File: src/rtl/dircc_rx_pkg.sv
`default_nettype none
// ============================================================================
//  Package     : dircc_rx_pkg
//  Description : Shared types and constants for the DIRCC node receive-slot
//                writer: FSM state encoding, header bit layout, and the
//                processing-memory address width.
//  Revision    : 1.0 - initial release
// ============================================================================
package dircc_rx_pkg;

  // Receive FSM states
  typedef enum logic [1:0] {
    ST_IDLE = 2'd0,
    ST_DATA = 2'd1,
    ST_DROP = 2'd2,
    ST_HDR  = 2'd3
  } rx_state_t;

  // Header word layout: {trunc, len[14:0]}
  localparam int TRUNC_BIT = 15;
  localparam int LEN_MSB   = 14;

  // Word-address width of the processing-memory port
  localparam int MEM_AW    = 14;

endpackage : dircc_rx_pkg
`default_nettype wire

File: src/rtl/dircc_rx_slot_ring.sv
`default_nettype none
// ============================================================================
//  Module      : dircc_rx_slot_ring
//  Description : Slot bookkeeping for the receive ring. Tracks the slot being
//                filled (wr_slot), the oldest unreleased slot (rd_slot) and
//                the number of committed, unreleased slots (pending).
//                A release with nothing pending is ignored; a simultaneous
//                commit and release leaves pending unchanged.
//  Revision    : 1.0 - initial release
// ============================================================================
module dircc_rx_slot_ring #(
  parameter int NUM_SLOTS = 8
) (
  input  logic       clk,
  input  logic       reset_n,
  input  logic       i_commit,
  input  logic       i_release,
  output logic [7:0] o_wr_slot,
  output logic [7:0] o_rd_slot,
  output logic [7:0] o_pending
);

  localparam logic [7:0] c_last_slot = 8'(NUM_SLOTS - 1);

  logic [7:0] r_wr_slot;
  logic [7:0] r_rd_slot;
  logic [7:0] r_pending;
  logic       w_rel_ok;

  assign w_rel_ok = i_release && (r_pending != 8'd0);

  // Pointer wrap and pending count arithmetic
  always_ff @(posedge clk or negedge reset_n) begin
    if (!reset_n) begin
      r_wr_slot <= 8'd0;
      r_rd_slot <= 8'd0;
      r_pending <= 8'd0;
    end else begin
      if (i_commit) begin
        r_wr_slot <= (r_wr_slot == c_last_slot) ? 8'd0 : r_wr_slot + 8'd1;
      end
      if (w_rel_ok) begin
        r_rd_slot <= (r_rd_slot == c_last_slot) ? 8'd0 : r_rd_slot + 8'd1;
      end
      if (i_commit && !w_rel_ok) begin
        r_pending <= r_pending + 8'd1;
      end else if (!i_commit && w_rel_ok) begin
        r_pending <= r_pending - 8'd1;
      end
    end
  end

  assign o_wr_slot = r_wr_slot;
  assign o_rd_slot = r_rd_slot;
  assign o_pending = r_pending;

endmodule : dircc_rx_slot_ring
`default_nettype wire

File: src/rtl/dircc_node_rx_slot_writer.sv
`default_nettype none
// ============================================================================
//  Module      : dircc_node_rx_slot_writer
//  Description : Receives Avalon-ST messages from the NoC and writes each one
//                into the next free slot of a ring in 16-bit processing
//                memory. Payload goes to base+1.., then a header word
//                {trunc, len} is written at base+0 and the slot is committed.
//                Over-long messages are truncated and flag overflow.
//  Options     : DIRCC_RX_IRQ_EN - when defined, irq is a registered
//                (pending != 0); otherwise irq is tied low.
//  Revision    : 1.0 - initial release
// ============================================================================
module dircc_node_rx_slot_writer
  import dircc_rx_pkg::*;
#(
  parameter int BASE_WORD  = 0,
  parameter int NUM_SLOTS  = 8,
  parameter int SLOT_WORDS = 32
) (
  input  logic              clk,
  input  logic              reset_n,
  input  logic              snk_valid,
  output logic              snk_ready,
  input  logic              snk_sop,
  input  logic              snk_eop,
  input  logic [15:0]       snk_data,
  output logic [MEM_AW-1:0] mem_address,
  output logic              mem_chipselect,
  output logic              mem_write,
  output logic [1:0]        mem_byteenable,
  output logic              mem_clken,
  output logic [15:0]       mem_writedata,
  input  logic              rel_pulse,
  input  logic              ovf_clr,
  output logic [7:0]        pending,
  output logic [7:0]        wr_slot,
  output logic [7:0]        rd_slot,
  output logic              overflow,
  output logic              irq
);

  if (BASE_WORD + NUM_SLOTS * SLOT_WORDS > 16384) begin : g_range_check
    $error("dircc_node_rx_slot_writer: receive ring exceeds processing memory");
  end

  rx_state_t         r_state;
  rx_state_t         w_state_nxt;
  logic              w_ready;
  logic              w_accept;
  logic              w_last_data;
  logic              w_commit;
  logic              w_trunc_evt;
  logic [14:0]       r_len;
  logic              r_trunc;
  logic              r_overflow;
  logic              r_mem_wr;
  logic [MEM_AW-1:0] r_mem_addr;
  logic [15:0]       r_mem_data;
  logic              w_wr_en;
  logic [MEM_AW-1:0] w_wr_addr;
  logic [15:0]       w_wr_data;
  logic [MEM_AW-1:0] w_base;
  logic [15:0]       w_hdr;
  logic [7:0]        w_wr_slot;
  logic [7:0]        w_rd_slot;
  logic [7:0]        w_pending;

  assign w_base      = MEM_AW'(BASE_WORD + int'(w_wr_slot) * SLOT_WORDS);
  assign snk_ready   = w_ready & reset_n;
  assign w_accept    = snk_valid & snk_ready;
  assign w_last_data = (r_len == 15'(SLOT_WORDS - 2));
  assign w_commit    = (r_state == ST_HDR);
  assign w_trunc_evt = (r_state == ST_DATA) && w_accept && !snk_eop && w_last_data;

  // Header word assembled from the recorded length and truncation flag
  always_comb begin
    w_hdr              = '0;
    w_hdr[TRUNC_BIT]   = r_trunc;
    w_hdr[LEN_MSB:0]   = r_len;
  end

  // FSM state register
  always_ff @(posedge clk or negedge reset_n) begin
    if (!reset_n) begin
      r_state <= ST_IDLE;
    end else begin
      r_state <= w_state_nxt;
    end
  end

  // FSM next-state logic
  always_comb begin
    w_state_nxt = r_state;
    case (r_state)
      ST_IDLE: if (w_accept && snk_sop) w_state_nxt = snk_eop ? ST_HDR : ST_DATA;
      ST_DATA: begin
        if (w_accept) begin
          if (snk_eop)          w_state_nxt = ST_HDR;
          else if (w_last_data) w_state_nxt = ST_DROP;
        end
      end
      ST_DROP: if (w_accept && snk_eop) w_state_nxt = ST_HDR;
      ST_HDR:  w_state_nxt = ST_IDLE;
      default: w_state_nxt = ST_IDLE;
    endcase
  end

  // FSM outputs: sink back-pressure (IDLE waits for a free slot, HDR stalls)
  always_comb begin
    w_ready = 1'b0;
    case (r_state)
      ST_IDLE: w_ready = (int'(w_pending) < NUM_SLOTS);
      ST_DATA: w_ready = 1'b1;
      ST_DROP: w_ready = 1'b1;
      default: w_ready = 1'b0;
    endcase
  end

  // Write request for this cycle; it is registered onto the memory port
  always_comb begin
    w_wr_en   = 1'b0;
    w_wr_addr = w_base;
    w_wr_data = snk_data;
    case (r_state)
      ST_IDLE: begin
        if (w_accept && snk_sop) begin
          w_wr_en   = 1'b1;
          w_wr_addr = w_base + MEM_AW'(1);
        end
      end
      ST_DATA: begin
        if (w_accept) begin
          w_wr_en   = 1'b1;
          w_wr_addr = w_base + MEM_AW'(1) + r_len[MEM_AW-1:0];
        end
      end
      ST_HDR: begin
        w_wr_en   = 1'b1;
        w_wr_data = w_hdr;
      end
      default: ;
    endcase
  end

  // Registered memory strobes, length/truncation tracking and overflow flag
  always_ff @(posedge clk or negedge reset_n) begin
    if (!reset_n) begin
      r_mem_wr   <= 1'b0;
      r_mem_addr <= '0;
      r_mem_data <= '0;
      r_len      <= '0;
      r_trunc    <= 1'b0;
      r_overflow <= 1'b0;
    end else begin
      r_mem_wr <= w_wr_en;
      if (w_wr_en) begin
        r_mem_addr <= w_wr_addr;
        r_mem_data <= w_wr_data;
      end
      if ((r_state == ST_IDLE) && w_accept && snk_sop) begin
        r_len   <= 15'd1;
        r_trunc <= 1'b0;
      end else if ((r_state == ST_DATA) && w_accept) begin
        r_len <= r_len + 15'd1;
        if (w_trunc_evt) r_trunc <= 1'b1;
      end
      if (w_trunc_evt)  r_overflow <= 1'b1;
      else if (ovf_clr) r_overflow <= 1'b0;
    end
  end

  dircc_rx_slot_ring #(
    .NUM_SLOTS (NUM_SLOTS)
  ) u_ring (
    .clk       (clk),
    .reset_n   (reset_n),
    .i_commit  (w_commit),
    .i_release (rel_pulse),
    .o_wr_slot (w_wr_slot),
    .o_rd_slot (w_rd_slot),
    .o_pending (w_pending)
  );

`ifdef DIRCC_RX_IRQ_EN
  logic r_irq;

  // Interrupt follows pending != 0 with one cycle of latency
  always_ff @(posedge clk or negedge reset_n) begin
    if (!reset_n) r_irq <= 1'b0;
    else          r_irq <= (w_pending != 8'd0);
  end

  assign irq = r_irq;
`else
  assign irq = 1'b0;
`endif

  assign mem_address    = r_mem_addr;
  assign mem_chipselect = r_mem_wr;
  assign mem_write      = r_mem_wr;
  assign mem_byteenable = 2'b11;
  assign mem_clken      = 1'b1;
  assign mem_writedata  = r_mem_data;
  assign pending        = w_pending;
  assign wr_slot        = w_wr_slot;
  assign rd_slot        = w_rd_slot;
  assign overflow       = r_overflow;

endmodule : dircc_node_rx_slot_writer
`default_nettype wire

File: config.mk
export PLATFORM = sky130hd
export DESIGN_NAME = dircc_node_rx_slot_writer
export DESIGN_NICKNAME = d
export VERILOG_FILES = /design/src/rtl/dircc_rx_pkg.sv /design/src/rtl/dircc_rx_slot_ring.sv /design/src/rtl/dircc_node_rx_slot_writer.sv
export SDC_FILE = /design/constraint.sdc
export NUM_CORES = 1
export LEC_CHECK = 0
export BUFFER_PORTS_ARGS = -buffer_cell sky130_fd_sc_hd__buf_2
export CAP_MARGIN = 10
export CORE_MARGIN = 2
export CORE_UTILIZATION = 56
export DETAILED_ROUTE_END_ITERATION = 12
export PLACE_DENSITY = 0.86
export SLEW_MARGIN = 20
export SYNTH_ARGS = -nofsm -noshare
export SYNTH_HDL_FRONTEND = slang
export SYNTH_SLANG_ARGS = --single-unit
export TNS_END_PERCENT = 10
File: constraint.sdc
create_clock -name clk -period 4.4 [get_ports clk]
set_clock_uncertainty 0.05 [all_clocks]
set_input_delay 0 -clock clk [delete_from_list [all_inputs] [get_ports clk]]
set_output_delay 0 -clock clk [all_outputs]
set_load 0.02 [all_outputs]
==> results_dict.tcl <==
set metrics [dict create \
    die_area_um2 8560 \
    reg2reg_depth 11 \
    startpoint "u_ring.o_pending[3]$_DFFE_PN0P_" \
    path_clk_slew_ps 80 \
    synth.most_common_cell "dfrtp_1" \
    synth-seq-area-share_pct 42.20 \
    endpoint_kind "flop" \
    power_w 0.003727 \
    critPathLaunchType "flop" \
    ys_ff_latch 74 \
    grt_pass1_vias 3773 \
    wl_per_cell_um 16.52 \
    fin_crit_ps 3796 \
    finalSetupTns_ps 0 \
    ios 85 \
    synth-edff-count 0 \
    area_delta_synth_final_pct 19.99 \
    cap_viol_max_count 0 \
    fin_crit_sh_pct 86.27 \
    dr.pass1.iters 5 \
    final-setup-viol-count 0 \
    fmax_mhz 263.5 \
    grt_max_degree 73 \
    cts_root_buf "clkbuf_8" \
    row_count 32 \
    syn_avg_cell_area_um2 9.498 \
    syn_inst 462 \
    drtIter0Drc 317 \
    synthTopCellsByCount "dfrtp_1, nor2_1, a21oi_1, nand2_1, xnor2_1" \
    powerDensity_nw_per_um2 707.9 \
    wirelength_mm 10.96 \
    leakage_nw 2.457 \
    fin_nets 605 \
    worstMarginPinSlew_ps 1099 \
    antenna_found_initial 0 \
    synth-main-ff-cell "dfrtp_1" \
    yosysWarnings 0 \
    placed_cells 625 \
    relSlewSlack_pct 26.48 \
    hp-class "in -> reg" \
    track_usage_pct 27.01 \
    numCtsBuffers 9 \
    cts_sinks 74 \
    insertedDiodeCount 0 \
    r2r_end "u_ring.o_pending[7]$_DFFE_PN0P_" \
    routabilityCongestion 0.9214 \
    fillers 608 \
    tritoncts "built" \
    place_hpwl_mm 7.676 \
    regArea_um2 1852 \
    multi_input_area_um2 2382 \
    antenna_left 0 \
    final_cells 663 \
    start_util_pct 57.38 \
    cp.arrival_ps 4020 \
    clock_path_buffers 2 \
    drv_slew 0 \
    drc 0 \
    clock_latency_ps 350 \
    core_um2 7647 \
    hold_viol 0 \
    drive_above_1_share_pct 19.79 \
    cp.required_ps 4620 \
    critical_path_class "reg -> reg" \
    yosys.area.top_type_share_pct 42.20 \
    crit-reg2reg-launch "u_ring.o_pending[3]$_DFFE_PN0P_" \
    grt_pass1_wl_mm 18.44 \
    vias_per_cell 5.913 \
    cts_hold_buf 22 \
    die_x_um 92.52 \
    cts_setup_buffers 0 \
    async_flop_share_pct 100.0 \
    synth.area.top_cells "dfrtp_1, ha_1, xnor2_1" \
    synth_top_area_cell "dfrtp_1" \
    gr-total-overflow 0 \
    crit_path_end "u_ring.o_pending[7]$_DFFE_PN0P_" \
    die_h_um 92.52 \
    crit_path_max_fanout 9 \
    num_vias 3920 \
    status "complete, no violations" \
    irDropWorstVdd_mv 0.5805 \
    portBuffers 80 \
    htreeDepth 3 \
    cts_resized 0 \
    r2r_slack_ps 600 \
    synth.distinct_cells 57 \
    rsz0062_at_grt "no" \
    netlist_area_um2 4388 \
]
==> flip-flops by register name (all words and copies together) (netlist names) <==
register,flops
u_ring.o_pending,8
mem_writedata,16
u_ring.o_wr_slot,8
r_len,15
u_ring.o_rd_slot,8
r_trunc,1
r_state,2
overflow,1
mem_chipselect,1
mem_address,14
==> routing by layer <==
metal	track usage (%)	vias up	routed length (um)
li1	-	1855	-
met4	9.080	0	228
met3	4.312	20	546
met2	44.34	134	5366
met5	0	-	0
met1	36.71	1911	4814
==> per-stage QoR <==
step	worst slack (ps)	util [%]	instance area, um^2	hold WS (ps)
2_1_floorplan	937.2	-	4395	-345.6
3_3_place_gp	830.2	63.33	4843	-231.2
3_5_place_dp	732.2	63.33	4843	-232.2
4_1_cts	650.8	68.85	5265	27.43
5_1_grt	419.7	68.85	5265	49.32
6_report	604.3	68.85	5265	24.50
==> worst min-delay path by stage <==
stage / start / to / slack [ps] / cells after the start
global route: rel_pulse / u_ring.o_rd_slot[1]$_DFFE_PN0P_ / 50 / 4
floorplan: reset_n / mem_address[0]$_DFFE_PN0P_ / -350 / 0
global placement: reset_n / r_len[10]$_DFFE_PN0P_ / -230 / 1
detailed placement: reset_n / r_len[10]$_DFFE_PN0P_ / -230 / 1
finish: rel_pulse / u_ring.o_rd_slot[1]$_DFFE_PN0P_ / 20 / 4
CTS: rel_pulse / u_ring.o_rd_slot[1]$_DFFE_PN0P_ / 30 / 4
==> critical path, cell delays in order, from the launching register on <==
cell and delay [ps]:
dfrtp_1 460, or4_1 550, o31a_1 370, inv_2 120, ha_1 250, inv_1 200
ha_1 360, a211oi_1 270, o21bai_1 160, a2111o_1 470, a2111o_1 380, o211ai_1 80
==> cell type report <==
class | instances | share of cell area, %
Sequential cell | 74 | 35.17
Clock inverter | 7 | 1.473
Clock buffer | 9 | 2.353
Tap cell | 102 | 2.424
Multi-Input combinational cell | 352 | 45.25
Timing Repair Buffer | 106 | 12.40
Inverter | 13 | 0.9268
==> kinds of logic (layout without fill, tap and decap cells) <==
logic type	Yosys count	count (layout)	share of synthesized area (%)
XOR/XNOR	36	36	7.186
AO/OA/AOI/OAI	96	96	14.34
AND/OR/NAND/NOR	166	166	19.28
other	2	4	0.1712
adder cells (fa/ha/maj)	26	26	7.585
flip-flops	74	74	42.20
multiplexers	24	24	5.560
buffers and inverters	38	135	3.678
==> placed cells by master, fill, tap and decap left out, types with 2 or more instances in the layout <==
| cell type | synthesis | final |
|---|---|---|
| buf_2 | 0 | 79 |
| dfrtp_1 | 74 | 74 |
| nor2_1 | 55 | 55 |
| a21oi_1 | 29 | 29 |
| nand2_1 | 29 | 29 |
| xnor2_1 | 27 | 27 |
| ha_1 | 25 | 25 |
| dlygate4sd3_1 | 0 | 22 |
| mux2i_1 | 21 | 21 |
| nand3_1 | 16 | 16 |
| o21ai_0 | 16 | 16 |
| nor3_1 | 12 | 12 |
| inv_1 | 11 | 11 |
| nor4_1 | 11 | 11 |
| a21o_1 | 10 | 10 |
| nand4_1 | 10 | 10 |
| or3_1 | 9 | 9 |
| a31oi_1 | 9 | 9 |
| xor2_1 | 9 | 9 |
| clkbuf_8 | 0 | 9 |
| or4_1 | 5 | 5 |
| buf_4 | 5 | 5 |
| nor3b_1 | 4 | 4 |
| conb_1 | 2 | 4 |
| a211oi_1 | 3 | 3 |
| o211ai_1 | 3 | 3 |
| a221oi_1 | 3 | 3 |
| o21bai_1 | 3 | 3 |
| a22o_1 | 3 | 3 |
| a2111o_1 | 3 | 3 |
| mux2_2 | 3 | 3 |
| clkinv_4 | 0 | 3 |
| inv_2 | 2 | 2 |
| or2_2 | 2 | 2 |
| and3_1 | 2 | 2 |
| o2111ai_1 | 2 | 2 |
| nor4b_1 | 2 | 2 |
==> power breakdown <==
group	leakage [nW]	internal, W	switching [W]
Combinational	1.43	0.000772	0.00124
Sequential	0.930	0.000923	0.000252
Clock	0.0998	0.000266	0.000273
Total	2.46	0.00196	0.00177
Power figures use the tool's default switching activity.
